[src/rtl/fnv_hash_sequencer_if.sv]
// fnv_hash_sequencer_if
//
// Bundles the two FIFO ports the hash sequencer talks to, both in the
// system clock domain:
//   byte FIFO read port (first-word fall-through):
//     in_data  [7:0]  head byte, meaningful whenever in_empty = 0
//     in_empty        byte FIFO has nothing to offer
//     in_pop          consume the head byte at this clock edge
//   digest FIFO write port:
//     out_data [31:0] digest to write
//     out_full        digest FIFO cannot accept a write
//     out_push        write out_data at this clock edge
//
// Handshake semantics (both ports): a transfer happens on a rising clk edge
// exactly when the request (in_pop / out_push) is high in that cycle. The
// requester only raises it when the other side can take part (in_empty = 0
// for a pop, out_full = 0 for a push). Once out_push may assert, out_data is
// stable. A pending push is not required to stay up; it may be withdrawn
// (abort), in which case no transfer occurs.
//
// Modports:
//   master - the hash sequencer (drives in_pop, out_push, out_data)
//   slave  - the FIFO side (drives in_data, in_empty, out_full)

interface fnv_hash_sequencer_if;
    logic [7:0]  in_data;
    logic        in_empty;
    logic        in_pop;
    logic [31:0] out_data;
    logic        out_full;
    logic        out_push;

    modport master (
        input  in_data,
        input  in_empty,
        input  out_full,
        output in_pop,
        output out_data,
        output out_push
    );

    modport slave (
        output in_data,
        output in_empty,
        output out_full,
        input  in_pop,
        input  out_data,
        input  out_push
    );
endinterface

[src/rtl/fnv_hash_sequencer.sv]
// fnv_hash_sequencer
//
// Sequences an FNV-1a 32-bit hash between a byte FIFO and a digest FIFO.
// Bytes are popped and folded into the running hash one per clock while the
// sequencer is in ACCUM. An end-of-message pulse (finish) is remembered in
// finish_pending; once the byte FIFO has drained, the hash is captured into
// out_data and the sequencer moves to EMIT, where it pushes the digest as
// soon as the digest FIFO has room. All message context (hash, length,
// pending finish) lives here.
//
// Ports:
//   clk            system clock
//   reset          synchronous, active-high
//   fifo           byte FIFO read port + digest FIFO write port (master side)
//   finish         single-cycle end-of-message pulse
//   abort          single-cycle pulse, discards the current message
//   busy           EMIT, a finish pending, or bytes waiting in the byte FIFO
//   msg_len        bytes absorbed into the current message, saturating
//   digest_count   digests pushed since reset, wrapping
//   finish_overrun sticky: finish arrived while one was pending or emitting
//   state_dbg      current FSM state (0 = ACCUM, 1 = EMIT)

module fnv_hash_sequencer (
    input  logic                        clk,
    input  logic                        reset,
    fnv_hash_sequencer_if.master        fifo,
    input  logic                        finish,
    input  logic                        abort,
    output logic                        busy,
    output logic [15:0]                 msg_len,
    output logic [7:0]                  digest_count,
    output logic                        finish_overrun,
    output logic                        state_dbg
);

    localparam logic [31:0] FNV_BASIS   = 32'h811C9DC5;
    localparam logic [15:0] MSG_LEN_MAX = 16'hFFFF;

    typedef enum logic {
        ACCUM = 1'b0,
        EMIT  = 1'b1
    } state_t;

    state_t      state_q, state_d;
    logic [31:0] hash_q, hash_d;
    logic        finish_pending_q, finish_pending_d;
    logic [31:0] out_data_q, out_data_d;
    logic [15:0] msg_len_q, msg_len_d;
    logic [7:0]  digest_count_q, digest_count_d;
    logic        overrun_q, overrun_d;

    logic        pop;
    logic        push;
    logic [31:0] hash_step;

    // One FNV-1a round. The multiply by the prime 0x01000193 is spelled out
    // as its set bits (24, 8, 7, 4, 1, 0) so it maps onto a single-cycle
    // adder tree; the sum is naturally truncated to 32 bits.
    function automatic logic [31:0] fnv_round(input logic [31:0] h,
                                              input logic [7:0]  b);
        logic [31:0] x;
        x = h ^ {24'h000000, b};
        return (x << 24) + (x << 8) + (x << 7) + (x << 4) + (x << 1) + x;
    endfunction

    assign hash_step = fnv_round(hash_q, fifo.in_data);

    // FIFO requests. These decode only the registered state plus the FIFO
    // status (and abort, which may withdraw a push). finish has no path to
    // in_pop, so a finish pulse never changes what is popped that cycle.
    always_comb begin
        pop  = 1'b0;
        push = 1'b0;
        case (state_q)
            ACCUM:   pop  = ~fifo.in_empty;
            EMIT:    push = ~fifo.out_full & ~abort;
            default: begin
                pop  = 1'b0;
                push = 1'b0;
            end
        endcase
    end

    // Next-state and register updates.
    always_comb begin
        state_d          = state_q;
        hash_d           = hash_q;
        finish_pending_d = finish_pending_q;
        out_data_d       = out_data_q;
        msg_len_d        = msg_len_q;
        digest_count_d   = digest_count_q;
        overrun_d        = overrun_q;

        if (abort) begin
            // Abort wins over everything except reset: a byte popped this
            // cycle is dropped, a finish this cycle is ignored, and a push
            // this cycle has already been withdrawn above.
            state_d          = ACCUM;
            hash_d           = FNV_BASIS;
            msg_len_d        = 16'h0000;
            finish_pending_d = 1'b0;
        end else begin
            case (state_q)
                ACCUM: begin
                    if (pop) begin
                        hash_d = hash_step;
                        if (msg_len_q != MSG_LEN_MAX) begin
                            msg_len_d = msg_len_q + 16'd1;
                        end
                    end

                    // Bytes queued before the finish belong to this message,
                    // so the digest is only captured once the FIFO is empty.
                    // pop and this transition are mutually exclusive.
                    if (finish_pending_q && fifo.in_empty) begin
                        state_d    = EMIT;
                        out_data_d = hash_q;
                    end

                    if (finish) begin
                        if (finish_pending_q) begin
                            overrun_d = 1'b1;
                        end else begin
                            finish_pending_d = 1'b1;
                        end
                    end
                end

                EMIT: begin
                    if (finish) begin
                        overrun_d = 1'b1;
                    end

                    if (push) begin
                        state_d          = ACCUM;
                        hash_d           = FNV_BASIS;
                        msg_len_d        = 16'h0000;
                        finish_pending_d = 1'b0;
                        digest_count_d   = digest_count_q + 8'd1;
                    end
                end

                default: begin
                    state_d = ACCUM;
                end
            endcase
        end
    end

    always_ff @(posedge clk) begin
        if (reset) begin
            state_q          <= ACCUM;
            hash_q           <= FNV_BASIS;
            finish_pending_q <= 1'b0;
            out_data_q       <= 32'h00000000;
            msg_len_q        <= 16'h0000;
            digest_count_q   <= 8'h00;
            overrun_q        <= 1'b0;
        end else begin
            state_q          <= state_d;
            hash_q           <= hash_d;
            finish_pending_q <= finish_pending_d;
            out_data_q       <= out_data_d;
            msg_len_q        <= msg_len_d;
            digest_count_q   <= digest_count_d;
            overrun_q        <= overrun_d;
        end
    end

    assign fifo.in_pop    = pop;
    assign fifo.out_push  = push;
    assign fifo.out_data  = out_data_q;

    assign busy           = (state_q == EMIT) | finish_pending_q | ~fifo.in_empty;
    assign msg_len        = msg_len_q;
    assign digest_count   = digest_count_q;
    assign finish_overrun = overrun_q;
    assign state_dbg      = (state_q == EMIT);

endmodule

[src/flat_wrapper.sv]
// flat-port wrapper written by rule: the top's interface ports become plain ports
module fnv_hash_sequencer_flat 
  (clk, reset, finish, abort, busy, msg_len, digest_count, finish_overrun, state_dbg, fifo_in_data, fifo_in_empty, fifo_out_full, fifo_in_pop, fifo_out_data, fifo_out_push);
  fnv_hash_sequencer_if fifo_i ();
  input  logic clk;
  input  logic reset;
  input  logic finish;
  input  logic abort;
  output logic busy;
  output logic [15:0] msg_len;
  output logic [7:0] digest_count;
  output logic finish_overrun;
  output logic state_dbg;
  input wire logic [$bits(fifo_i.in_data)-1:0] fifo_in_data;
  input wire logic [$bits(fifo_i.in_empty)-1:0] fifo_in_empty;
  input wire logic [$bits(fifo_i.out_full)-1:0] fifo_out_full;
  output wire logic [$bits(fifo_i.in_pop)-1:0] fifo_in_pop;
  output wire logic [$bits(fifo_i.out_data)-1:0] fifo_out_data;
  output wire logic [$bits(fifo_i.out_push)-1:0] fifo_out_push;
  assign fifo_i.in_data = fifo_in_data;
  assign fifo_i.in_empty = fifo_in_empty;
  assign fifo_i.out_full = fifo_out_full;
  assign fifo_in_pop = fifo_i.in_pop;
  assign fifo_out_data = fifo_i.out_data;
  assign fifo_out_push = fifo_i.out_push;
  fnv_hash_sequencer u_core (.clk(clk), .reset(reset), .fifo(fifo_i), .finish(finish), .abort(abort), .busy(busy), .msg_len(msg_len), .digest_count(digest_count), .finish_overrun(finish_overrun), .state_dbg(state_dbg));
endmodule
[config.mk]
export PLATFORM = sky130hd
export DESIGN_NAME = fnv_hash_sequencer_flat
export DESIGN_NICKNAME = d
export VERILOG_FILES = /design/src/rtl/fnv_hash_sequencer_if.sv /design/src/rtl/fnv_hash_sequencer.sv /design/src/flat_wrapper.sv
export SDC_FILE = /design/constraint.sdc
export NUM_CORES = 1
export LEC_CHECK = 0
export ABC_CLOCK_PERIOD_IN_PS = 6000
export CAP_MARGIN = 5
export CORE_AREA = 2 2 118 166
export CTS_BUF_LIST = sky130_fd_sc_hd__clkbuf_8
export CTS_CLUSTER_DIAMETER = 40
export CTS_CLUSTER_SIZE = 16
export DETAILED_ROUTE_END_ITERATION = 8
export DIE_AREA = 0 0 120 168
export PLACE_DENSITY = 0.6
export SYNTH_ARGS = -nofsm -noshare
export SYNTH_HDL_FRONTEND = slang
export SYNTH_SLANG_ARGS = --single-unit
[constraint.sdc]
create_clock -name clk -period 6 [get_ports clk]
set_clock_uncertainty 0.2 [all_clocks]
set_input_delay 0.9 -clock clk [delete_from_list [all_inputs] [get_ports clk]]
set_output_delay 0.9 -clock clk [all_outputs]
set_load 0.1 [all_outputs]
======== Word-level counts from Yosys, hierarchy flattened ========
Index checks and enable logic that the tools add are counted.
word-level totals
  bits in registers ....................... 91
  word-level logic and storage cells ...... 55
  output and inout port bits .............. 61
cells by class
  add/sub/neg operators ................... 7
  bitwise operators ....................... 8
  reductions and logical operators ........ 8
  equal/unequal tests ..................... 7
  mux-type cells .......................... 18
operators with widths
  operator                                                number
  adder 32 bit                                            5
  two-way mux 32 bit                                      2
  one-hot mux 32 bit (2 select lines)                     1
  two-way mux 16 bit                                      3
  one-hot mux 16 bit (2 select lines)                     1
  XOR 32 x 8 -> 32 bit                                    1
  adder 16 x 1 -> 16 bit (second input constant)          1
  inequality test 16 bit (second input constant)          1
  AND reduction 3 bit                                     3
  adder 8 x 1 -> 8 bit (second input constant)            1
  two-way mux 1 bit                                       8
  inequality test 2 bit (second input constant)           4
  one-hot mux 1 bit (2 select lines)                      3
  inequality test 2 x 1 -> 1 bit (second input constant)  2
  inverter 1 bit                                          4
  AND reduction 2 bit                                     2
  AND reduction 4 bit                                     1
  OR 1 bit                                                2
  OR reduction 2 bit                                      1
  bitwise AND 1 bit                                       1
  logical AND 1 bit                                       1

======== Logic depth before layout (Yosys ltp) ========
Gate-level depths: netlist (run 1).
  depth after elaboration ................. 8
  depth in mapped cells ................... 18
  gate-level depth less buffers ........... 18

======== Worst setup path after synthesis (run 1) ========
No wires, ideal clock.
  path type ............................... in2reg
  from .................................... input fifo_in_data[6]
  to ...................................... register u_core.hash_q[29]
  slack ................................... 0.953 ns
  required time ........................... 5.675 ns
  cell stages on the path ................. 18
  arrival ................................. 4.722 ns
  path through ............................ xnor2_1 inv_2 xnor2_1 ha_1 inv_1 fa_1 fa_1 inv_1 ha_1 a21oi_1 o21ai_0 a41oi_2 nand3_2 a22oi_1 and2b_1 nor2_1 a2111oi_2 o21ai_1
between the ends
  word-level cells in the longest chain between the ends .. 8
ends and longest elaborated chain
  element                                line                       source
  from (decl)                            flat_wrapper.sv:14         input wire logic [$bits(fifo_i.in_data)-1:0] fifo_in_data;
  XOR 32 x 8 -> 32 bit *                 fnv_hash_sequencer.sv:62   x = h ^ {24'h000000, b};
  adder 32 bit (4 in a row)              fnv_hash_sequencer.sv:63   return (x << 24) + (x << 8) + (x << 7) + (x << 4) + (x << 1) + x;
  adder 32 bit *                         fnv_hash_sequencer.sv:63
  two-way mux 32 bit *                   fnv_hash_sequencer.sv:105  if (pop) begin
  one-hot mux 32 bit (2 select lines) *  fnv_hash_sequencer.sv:103  case (state_q)
  to (signal assigned)                   fnv_hash_sequencer.sv:161  hash_q <= hash_d;
  to (decl)                              fnv_hash_sequencer.sv:45   logic [31:0] hash_q, hash_d;
Every way passes the cells marked *; elsewhere a longest branch is shown, timed or not. The select of a mux whose other input is x is not followed.
A chain may end at the register's enable or synchronous reset.

======== Worst setup path in the final report (run 1) ========
  from .................................... input fifo_in_data[4]
  to ...................................... register u_core.hash_q[29]
Same word-level chain as after synthesis.

==> run summary, run 1 <==
result of the run: complete, no violations
antenna viol nets, final: 0
placer congestion estimate: 0.9134
beginning of the critical path: fifo_in_data[4]
clock-pin slew on the worst setup and hold paths: 0.10 ns
layout net count: 1087
Clock Root Buffer: clkbuf_8
kind of end point of the critical path: register
RSZ-0062 raised after global routing: false
Die H: 168 um
cell with the biggest individual delay on the critical path: xnor2_1
boundary pin count: 75
setup_tns: 0 ns
maximum clock rate: 0.1771 GHz
clock latency on the worst-skew pair: 0.40 ns
top cell family by delay on the critical path: compound AO/OA/AOI/OAI gates
actual transition at the worst max-transition pin: 1.070 ns
GRT Residual Overflow: 0
share of flip-flops with an asynchronous set or reset after synthesis: 0
most common cell after layout, fill and taps aside: inv_1
clock sinks: 91
startpoint of the lowest-slack hold path: u_core.fifo.out_data[19]$_SDFFE_PP0P_
biggest fanout along the worst timing path: 7
total clock buffers created by CTS: 9
final standard cell count with taps included and fillers excluded: 1194
signal arrival time at the worst endpoint: 5.72 ns
post-cts hold buffer count: 0
drt via density: 4.987
worst slack, placed: 0.0004685 ns
end-of-flow core utilization: 0.4553
initial cell density of the core: 0.3897
final worst path period need: 5.645 ns
final count of pins violating max slew: 0
first-pass GRT wire length: 32550 um
area enclosed by the die boundary: 20160 um2
number of antenna violations at the first check in global routing: 0
Critical Setup Path Class: primary input to register
net count of the mapped netlist: 1014
total routing resource utilization after global routing: 0.2066
floorplan die width: 120 um
prevailing post-synth register cell: dfxtp_1
P&R area growth vs syn: 16.83%
min setup slack post-route: 0.3548 ns
Setup-failing EPs final: 0
Yosys Warn Count: 0
Crit path largest cell delay: 0.57 ns
total of fill cells in the finished design: 1879
post-synthesis instance area: 7343 um2
Worst Hold Class: register to register
number of synthesized register bits: 91
highest-count cells in the layout ignoring fill and taps: inv_1 (141), nand2_1 (112), dfxtp_1 (91)
CP Data Required Time: 6.07 ns
placed cell count: 1178
list of cells traversed by the critical path: clkdlybuf4s50_1 > xnor2_1 > inv_1 > o21ai_0 > fa_1 > fa_1 > inv_1 > ha_1 > a21oi_1 > o21ai_0 > a41oi_2 > nand3_2 > a22oi_1 > and2b_1 > nor2_1 > a2111oi_2 > o21ai_1
routed wire length: 19800 um
Final Hold Vio Count: 0
number of flops mapped to enable cells by yosys: 0
Tcrit/Tclk final: 0.9409
CP Buf/Inv Count: 3
number of DRC violations after detailed routing: 0
routed wire length per instance: 16.59 um
Pre-antenna DRT Iters: 5
number of unique standard cell types used by synthesis: 54
CTS H-tree depth: 3
placeable core region: 18840 um2
Critical Path Start Type: primary input
post-cts sizing count: 0
Site Rows: 60
synthesized area per cell: 8.460 um2
fraction of final layout cells with drive strength greater than 1: 0.04545
number of standard cells after synthesis: 868
violation count after the first detailed-route iteration: 222
maximum number of pins on one net before global-route repair: 44
worst r2r src: u_core.hash_q[4]$_SDFFE_PP0P_
count of antenna diodes in the layout: 0
Setup Fix Bufs, Post-CTS: 0
vias: 5955
vias in the first global route: 6131
CTS tree: yes
number of input and output port buffers inserted: 74
Final HPWL DP: 15690 um
headroom to the max-slew limit: 0.2847
maximum buffer depth of the clock tree: 2
max-cap violations: 0
sequential fraction of the synthesis area: 0.2481
-- synthesized netlist by cell type, drive strengths merged (2+ instances only) --
library cell	count	share of area
a211oi	2	0.0027
a21boi	2	0.0020
a21o	8	0.0082
a21oi	73	0.050
a22oi	6	0.0061
a31oi	2	0.0037
and2	3	0.0027
and3	6	0.0051
and4	3	0.0036
buf	3	0.0027
clkbuf	20	0.010
dfxtp	91	0.25
fa	68	0.19
ha	64	0.11
inv	142	0.073
nand2	112	0.057
nand2b	8	0.0072
nand3	14	0.010
nand4	10	0.0085
nor2	59	0.030
nor2b	3	0.0026
nor3	11	0.0075
nor3b	2	0.0020
o211ai	7	0.0072
o21ai	37	0.026
o21bai	5	0.0051
o22ai	9	0.0077
o31ai	2	0.0020
or2	4	0.0034
or3	3	0.0026
xnor2	53	0.063
xor2	24	0.029
-- worst paths after layout --
path	slack, ns	end	cells past startpoint
max reg2reg	0.91	u_core.hash_q[29]$_SDFFE_PP0P_	16
max	0.35	u_core.hash_q[29]$_SDFFE_PP0P_	17
min reg2reg	0.26	u_core.fifo.out_data[19]$_SDFFE_PP0P_	2
min	0.26	u_core.fifo.out_data[19]$_SDFFE_PP0P_	2
-- flip-flops by register name, summed over array words and instances (netlist names) --
signal / count
u_core.state_dbg: 1
u_core.fifo.out_data: 32
u_core.finish_pending_q: 1
u_core.digest_count: 8
u_core.hash_q: 32
u_core.finish_overrun: 1
u_core.msg_len: 16
-- layout make-up --
type	count	area, um2	share of cell area
Clock buffer	9	123.9	0.01444
Clock inverter	7	78.83	0.009188
Inverter	143	536.8	0.06256
Multi-Input combinational cell	611	4890	0.5699
Sequential cell	91	1822	0.2123
Tap cell	248	310.3	0.03617
Timing Repair Buffer	85	818.3	0.09538
-- stage by stage --
stage | hold slack, ns | cell area [um2]
2_1_floorplan | 0.2558 | 7343
3_3_place_gp | 0.2424 | 8377
3_5_place_dp | 0.2475 | 8377
4_1_cts | 0.2624 | 8579
5_1_grt | 0.2775 | 8579
6_report | 0.2585 | 8579
-- layer usage --
layer / part of all wire / GRT usage
met1: 0.41 / 0.2420
met2: 0.53 / 0.3765
met3: 0.026 / 0.02575
met4: 0.035 / 0.08542
met5: 0 / 0
-- worst reg2reg max path, stage by stage, from the launching register on --
cell and delay [ns]:
dfxtp_1 0.35, xnor2_1 0.58, inv_1 0.24, o21ai_0 0.42, fa_1 0.52, fa_1 0.55, inv_1 0.04, ha_1 0.35
a21oi_1 0.20, o21ai_0 0.14, a41oi_2 0.27, nand3_2 0.17, a22oi_1 0.23, and2b_1 0.19, nor2_1 0.06, a2111oi_2 0.32
o21ai_1 0.13
-- logic make-up (layout without fill, tap and decap cells) --
| family | count (synthesis) | after routing | share of synthesized area |
|---|---|---|---|
| AOI/OAI and AO/OA | 161 | 161 | 0.1336 |
| xor gates and xnor gates | 77 | 77 | 0.09184 |
| adders and majority gates | 132 | 132 | 0.2944 |
| buffers and inverters | 166 | 244 | 0.08604 |
| DFF | 91 | 91 | 0.2481 |
| muxes | 1 | 1 | 0.001363 |
| and+or+nand+nor | 240 | 240 | 0.1447 |
Power of run 1 is left out: the tool's default activity adds up to more than one toggle a clock period on the data nets, which glitch-free logic cannot reach.
==> inputs of run 2 (changes only) <==
Settings changed: CORE_AREA 2 2 118 166 to 2 2 126 177, DIE_AREA 0 0 120 168 to 0 0 128 179, PLACE_DENSITY 0.6 to 0.54.
==> run summary, run 2 (synthesis results as in run 1) <==
result of the run: complete, no violations
Crit path largest cell delay: 0.43 ns (-0.14 ns)
routed wire length: 20750 um (+4.8%)
maximum buffer depth of the clock tree: 2 (unchanged)
worst r2r src: u_core.hash_q[3]$_SDFFE_PP0P_
floorplan die width: 128 um (+6.7%)
Die H: 179 um (+6.5%)
initial cell density of the core: 0.3422 (-0.04753)
Tcrit/Tclk final: 0.9027 (-0.03819)
end-of-flow core utilization: 0.4002 (-0.05512)
clock latency on the worst-skew pair: 0.39 ns (about the same)
Worst Hold Class: register to register
CTS H-tree depth: 3 (unchanged)
final standard cell count with taps included and fillers excluded: 1211 (+1.4%)
clock sinks: 91 (unchanged)
list of cells traversed by the critical path: clkdlybuf4s50_1 > xnor2_1 > inv_1 > xnor2_1 > ha_1 > ha_1 > ha_1 > ha_1 > inv_1 > fa_1 > nand2b_1 > a21oi_1 > o311ai_2 > o211ai_1 > a21oi_1 > o31ai_1 > a21oi_1 > xor2_1 > o21ai_0
CP Buf/Inv Count: 3 (unchanged)
final count of pins violating max slew: 0 (unchanged)
Final Hold Vio Count: 0 (unchanged)
maximum clock rate: 0.1846 GHz (+4.2%)
number of input and output port buffers inserted: 74 (unchanged)
GRT Residual Overflow: 0 (unchanged)
placer congestion estimate: 0.8596 (-5.9%)
Critical Setup Path Class: primary input to register
actual transition at the worst max-transition pin: 1.023 ns (-0.04611 ns)
P&R area growth vs syn: 16.95%
placeable core region: 21460 um2 (+14%)
setup_tns: 0 ns (unchanged)
cell with the biggest individual delay on the critical path: xnor2_1
Setup Fix Bufs, Post-CTS: 0 (unchanged)
Site Rows: 64 (+6.7%)
post-cts sizing count: 0 (unchanged)
vias in the first global route: 6240 (+1.8%)
Critical Path Start Type: primary input
routed wire length per instance: 17.14 um (+3.3%)
boundary pin count: 75 (unchanged)
max-cap violations: 0 (unchanged)
total of fill cells in the finished design: 2253 (+20%)
total clock buffers created by CTS: 9 (unchanged)
most common cell after layout, fill and taps aside: inv_1
clock-pin slew on the worst setup and hold paths: 0.11 ns (about the same)
total routing resource utilization after global routing: 0.1904 (-0.01621)
Clock Root Buffer: clkbuf_8
first-pass GRT wire length: 33630 um (+3.3%)
area taken by flip-flops and latches: 1822 um2 (unchanged)
final hold slack: 0.2595 ns (+0.0009390 ns)
count of antenna diodes in the layout: 0 (unchanged)
CP Data Required Time: 6.12 ns (+0.05 ns)
CTS tree: yes
drt via density: 4.953 (-0.69%)
maximum number of pins on one net before global-route repair: 44 (unchanged)
signal arrival time at the worst endpoint: 5.54 ns (-0.18 ns)
Final HPWL DP: 16290 um (+3.8%)
Pre-antenna DRT Iters: 5 (unchanged)
number of DRC violations after detailed routing: 0 (unchanged)
beginning of the critical path: fifo_in_data[3]
placed cell count: 1195 (+1.4%)
vias: 5998 (+0.72%)
top cell family by delay on the critical path: compound AO/OA/AOI/OAI gates
number of antenna violations at the first check in global routing: 0 (unchanged)
violation count after the first detailed-route iteration: 281 (+27%)
final worst path period need: 5.416 ns (-0.2292 ns)
kind of end point of the critical path: register
layout net count: 1088 (+0.092%)
highest-count cells in the layout ignoring fill and taps: inv_1 (141), nand2_1 (112), dfxtp_1 (91)
area enclosed by the die boundary: 22910 um2 (+14%)
biggest fanout along the worst timing path: 4 (-3)
combined area of the multi-input logic cells: 4890 um2 (unchanged)
startpoint of the lowest-slack hold path: u_core.fifo.out_data[15]$_SDFFE_PP0P_
antenna viol nets, final: 0 (unchanged)
post-cts hold buffer count: 0 (unchanged)
headroom to the max-slew limit: 0.3155 (+0.03084)
dominant cell type by count on the critical path: ha_1
Setup-failing EPs final: 0 (unchanged)
fraction of final layout cells with drive strength greater than 1: 0.04646 (+0.001008)
RSZ-0062 raised after global routing: false
run 2: worst register-to-register path: cells and delay by family, from the launching register on:
family | cells | cell delay (ns)
AO/OA/AOI/OAI | 7 | 1.49
XOR/XNOR | 3 | 0.77
adder cells (fa/ha/maj) | 5 | 1.46
buffers and inverters | 2 | 0.34
flip-flops | 1 | 0.35
AND/OR/NAND/NOR | 1 | 0.18
run 2: per-stage QoR:
step | area [um2] | worst slack, ns
detailed placement | 8404 | 0.1273
global placement | 8404 | 0.2110
global route | 8588 | 0.1959
floorplan | 7343 | 0.9525
finish | 8588 | 0.5840
CTS | 8588 | 0.5551
run 2: final timing paths:
kind	to	slack, ns	depth (start not counted)
worst max-delay path	u_core.hash_q[30]$_SDFFE_PP0P_	0.58	19
worst min-delay path	u_core.fifo.out_data[15]$_SDFFE_PP0P_	0.26	2
worst max register to register	u_core.hash_q[30]$_SDFFE_PP0P_	1.16	18
worst min register to register	u_core.fifo.out_data[15]$_SDFFE_PP0P_	0.26	2
run 2: area by class of cell:
class	instances	area share
multi-input combinational	611	0.5693
sequential	91	0.2121
inverter	143	0.06250
clock buffer	10	0.01603
clock inverter	6	0.005390
timing repair buffer	86	0.09615
tap	264	0.03846
run 2: layer usage:
layer	part of all wire	global-route usage
met1	0.42	0.2264
met2	0.53	0.3538
met3	0.026	0.02059
met4	0.027	0.06548
met5	0	0
Power of run 2 is left out for the same reason.
==> inputs of run 3 (changes only) <==
--- a/config.mk
+++ b/config.mk
@@ -8,4 +8,6 @@
 export ABC_CLOCK_PERIOD_IN_PS = 6000
 export CAP_MARGIN = 5
+export CELL_PAD_IN_SITES_DETAIL_PLACEMENT = 1
+export CELL_PAD_IN_SITES_GLOBAL_PLACEMENT = 2
 export CORE_AREA = 2 2 126 177
 export CTS_BUF_LIST = sky130_fd_sc_hd__clkbuf_8
@@ -14,5 +16,5 @@
 export DETAILED_ROUTE_END_ITERATION = 8
 export DIE_AREA = 0 0 128 179
-export PLACE_DENSITY = 0.54
+export PLACE_DENSITY = 0.8
 export SYNTH_ARGS = -nofsm -noshare
 export SYNTH_HDL_FRONTEND = slang
==> constraint.sdc (replaced) <==
create_clock -name clk -period 6 [get_ports clk]
set_clock_uncertainty 0.2 [all_clocks]
set_input_delay 0.9 -clock clk [delete_from_list [all_inputs] [get_ports clk]]
set_output_delay 0.9 -clock clk [all_outputs]
set_load 0.01 [all_outputs]
==> run summary, run 3 (synthesis results as in run 1) <==
routed wire length per instance: 18.23 um (+6.4%)
placer congestion estimate: 0.8765 (+2.0%)
CTS tree: yes
kind of end point of the critical path: register
number of DRC violations after detailed routing: 0 (unchanged)
number of antenna violations at the first check in global routing: 0 (unchanged)
Pre-antenna DRT Iters: 4 (-1)
Die H: 179 um (unchanged)
first-pass GRT wire length: 35500 um (+5.6%)
clock sinks: 91 (unchanged)
drt via density: 5.048 (+1.9%)
post-cts hold buffer count: 0 (unchanged)
boundary pin count: 75 (unchanged)
antenna viol nets, final: 0 (unchanged)
vias: 6118 (+2.0%)
Site Rows: 64 (unchanged)
layout net count: 1089 (+0.092%)
startpoint of the lowest-slack hold path: u_core.fifo.out_data[1]$_SDFFE_PP0P_
total routing resource utilization after global routing: 0.2043 (+0.01391)
signal arrival time at the worst endpoint: 5.35 ns (-0.19 ns)
CTS H-tree depth: 3 (unchanged)
floorplan die width: 128 um (unchanged)
vias in the first global route: 6598 (+5.7%)
biggest fanout along the worst timing path: 6 (+2)
P&R area growth vs syn: 17.16%
clock latency on the worst-skew pair: 0.40 ns (about the same)
fraction of final layout cells with drive strength greater than 1: 0.04747 (+0.001006)
Setup Fix Bufs, Post-CTS: 0 (unchanged)
RSZ-0062 raised after global routing: false
number of input and output port buffers inserted: 74 (unchanged)
Final Hold Vio Count: 0 (unchanged)
worst r2r src: u_core.hash_q[6]$_SDFFE_PP1P_
actual transition at the worst max-transition pin: 0.9214 ns (-0.1021 ns)
combined area of the multi-input logic cells: 4890 um2 (unchanged)
Critical Path Start Type: primary input
setup_tns: 0 ns (unchanged)
maximum buffer depth of the clock tree: 2 (unchanged)
violation count after the first detailed-route iteration: 243 (-14%)
maximum number of pins on one net before global-route repair: 44 (unchanged)
area enclosed by the die boundary: 22910 um2 (unchanged)
headroom to the max-slew limit: 0.3835 (+0.06793)
clock-pin slew on the worst setup and hold paths: 0.11 ns (about the same)
result of the run: complete, no violations
total clock buffers created by CTS: 9 (unchanged)
GRT Residual Overflow: 0 (unchanged)
beginning of the critical path: fifo_in_data[5]
highest-count cells in the layout ignoring fill and taps: inv_1 (141), nand2_1 (112), dfxtp_1 (91)
Final HPWL DP: 18000 um (+11%)
area taken by flip-flops and latches: 1822 um2 (unchanged)
total of fill cells in the finished design: 2576 (+14%)
routed wire length: 22100 um (+6.5%)
count of antenna diodes in the layout: 0 (unchanged)
CP Data Required Time: 6.07 ns (-0.05 ns)
Critical Setup Path Class: primary input to register
placeable core region: 21460 um2 (unchanged)
Worst Hold Class: register to register
final count of pins violating max slew: 0 (unchanged)
final worst path period need: 5.280 ns (-0.1364 ns)
initial cell density of the core: 0.3422 (unchanged)
Clock Root Buffer: clkbuf_8
Setup-failing EPs final: 0 (unchanged)
Tcrit/Tclk final: 0.8799 (-0.02273)
most common cell after layout, fill and taps aside: inv_1
post-cts sizing count: 0 (unchanged)
max-cap violations: 0 (unchanged)
maximum clock rate: 0.1894 GHz (+2.6%)
==> run 3: changes by cell type in the layout (fill, tap and decap cells not counted), sizes merged <==
cell / delta
buf: +1
clkinv: -1
inv: +2
clkbuf: -1
==> run 3: final cells by class <==
class                   count  share of cell area
clock inverters             7            0.007853
well taps                 264             0.03839
clock buffers               9             0.01440
repair buffers             87             0.09686
inverters                 143             0.06239
multi-input cells         611              0.5684
flip-flops and latches     91              0.2118
==> run 3: path summary, 6_finish.rpt <==
path                                          end  slack (ns)  cells after the start
max reg2reg        u_core.hash_q[31]$_SDFFE_PP1P_        1.34                     17
max                u_core.hash_q[31]$_SDFFE_PP1P_        0.72                     19
min          u_core.fifo.out_data[1]$_SDFFE_PP0P_        0.26                      2
min reg2reg  u_core.fifo.out_data[1]$_SDFFE_PP0P_        0.26                      2
==> run 3: worst max-delay path, stage by stage <==
cell	delay [ns]
clkdlybuf4s50_1	0.48
xor2_1	0.24
buf_4	0.22
xnor2_1	0.13
ha_1	0.20
a21oi_1	0.17
fa_1	0.48
fa_1	0.55
inv_1	0.04
ha_1	0.36
a21oi_1	0.18
o21ai_0	0.12
a41oi_2	0.25
nand3_2	0.16
a31oi_4	0.29
o21ai_2	0.08
a221oi_2	0.25
xnor2_1	0.15
a21oi_1	0.08
==> run 3: layer usage <==
layer,up-vias,wire length [um],GRT usage
met1,3003,8887,0.2234
met4,0,646,0.07738
li1,2953,-,-
met5,-,0,0
met3,36,725,0.03193
met2,126,11840,0.3922
==> run 3: through the flow <==
step | worst slack (ns) | cell area, um2 | std cells | util | hold slack (ns)
3_5_place_dp | 0.2962 | 8412 | 1196 | 0.3920 | 0.2476
5_1_grt | 0.3733 | 8603 | 1212 | 0.4009 | 0.2705
2_1_floorplan | 0.9525 | 7343 | 868 | - | 0.2558
4_1_cts | 0.7171 | 8603 | 1212 | 0.4009 | 0.2615
3_3_place_gp | 0.3337 | 8412 | 1196 | 0.3920 | 0.2432
6_report | 0.7204 | 8603 | 1212 | 0.4009 | 0.2579
Power of run 3 is left out for the same reason.
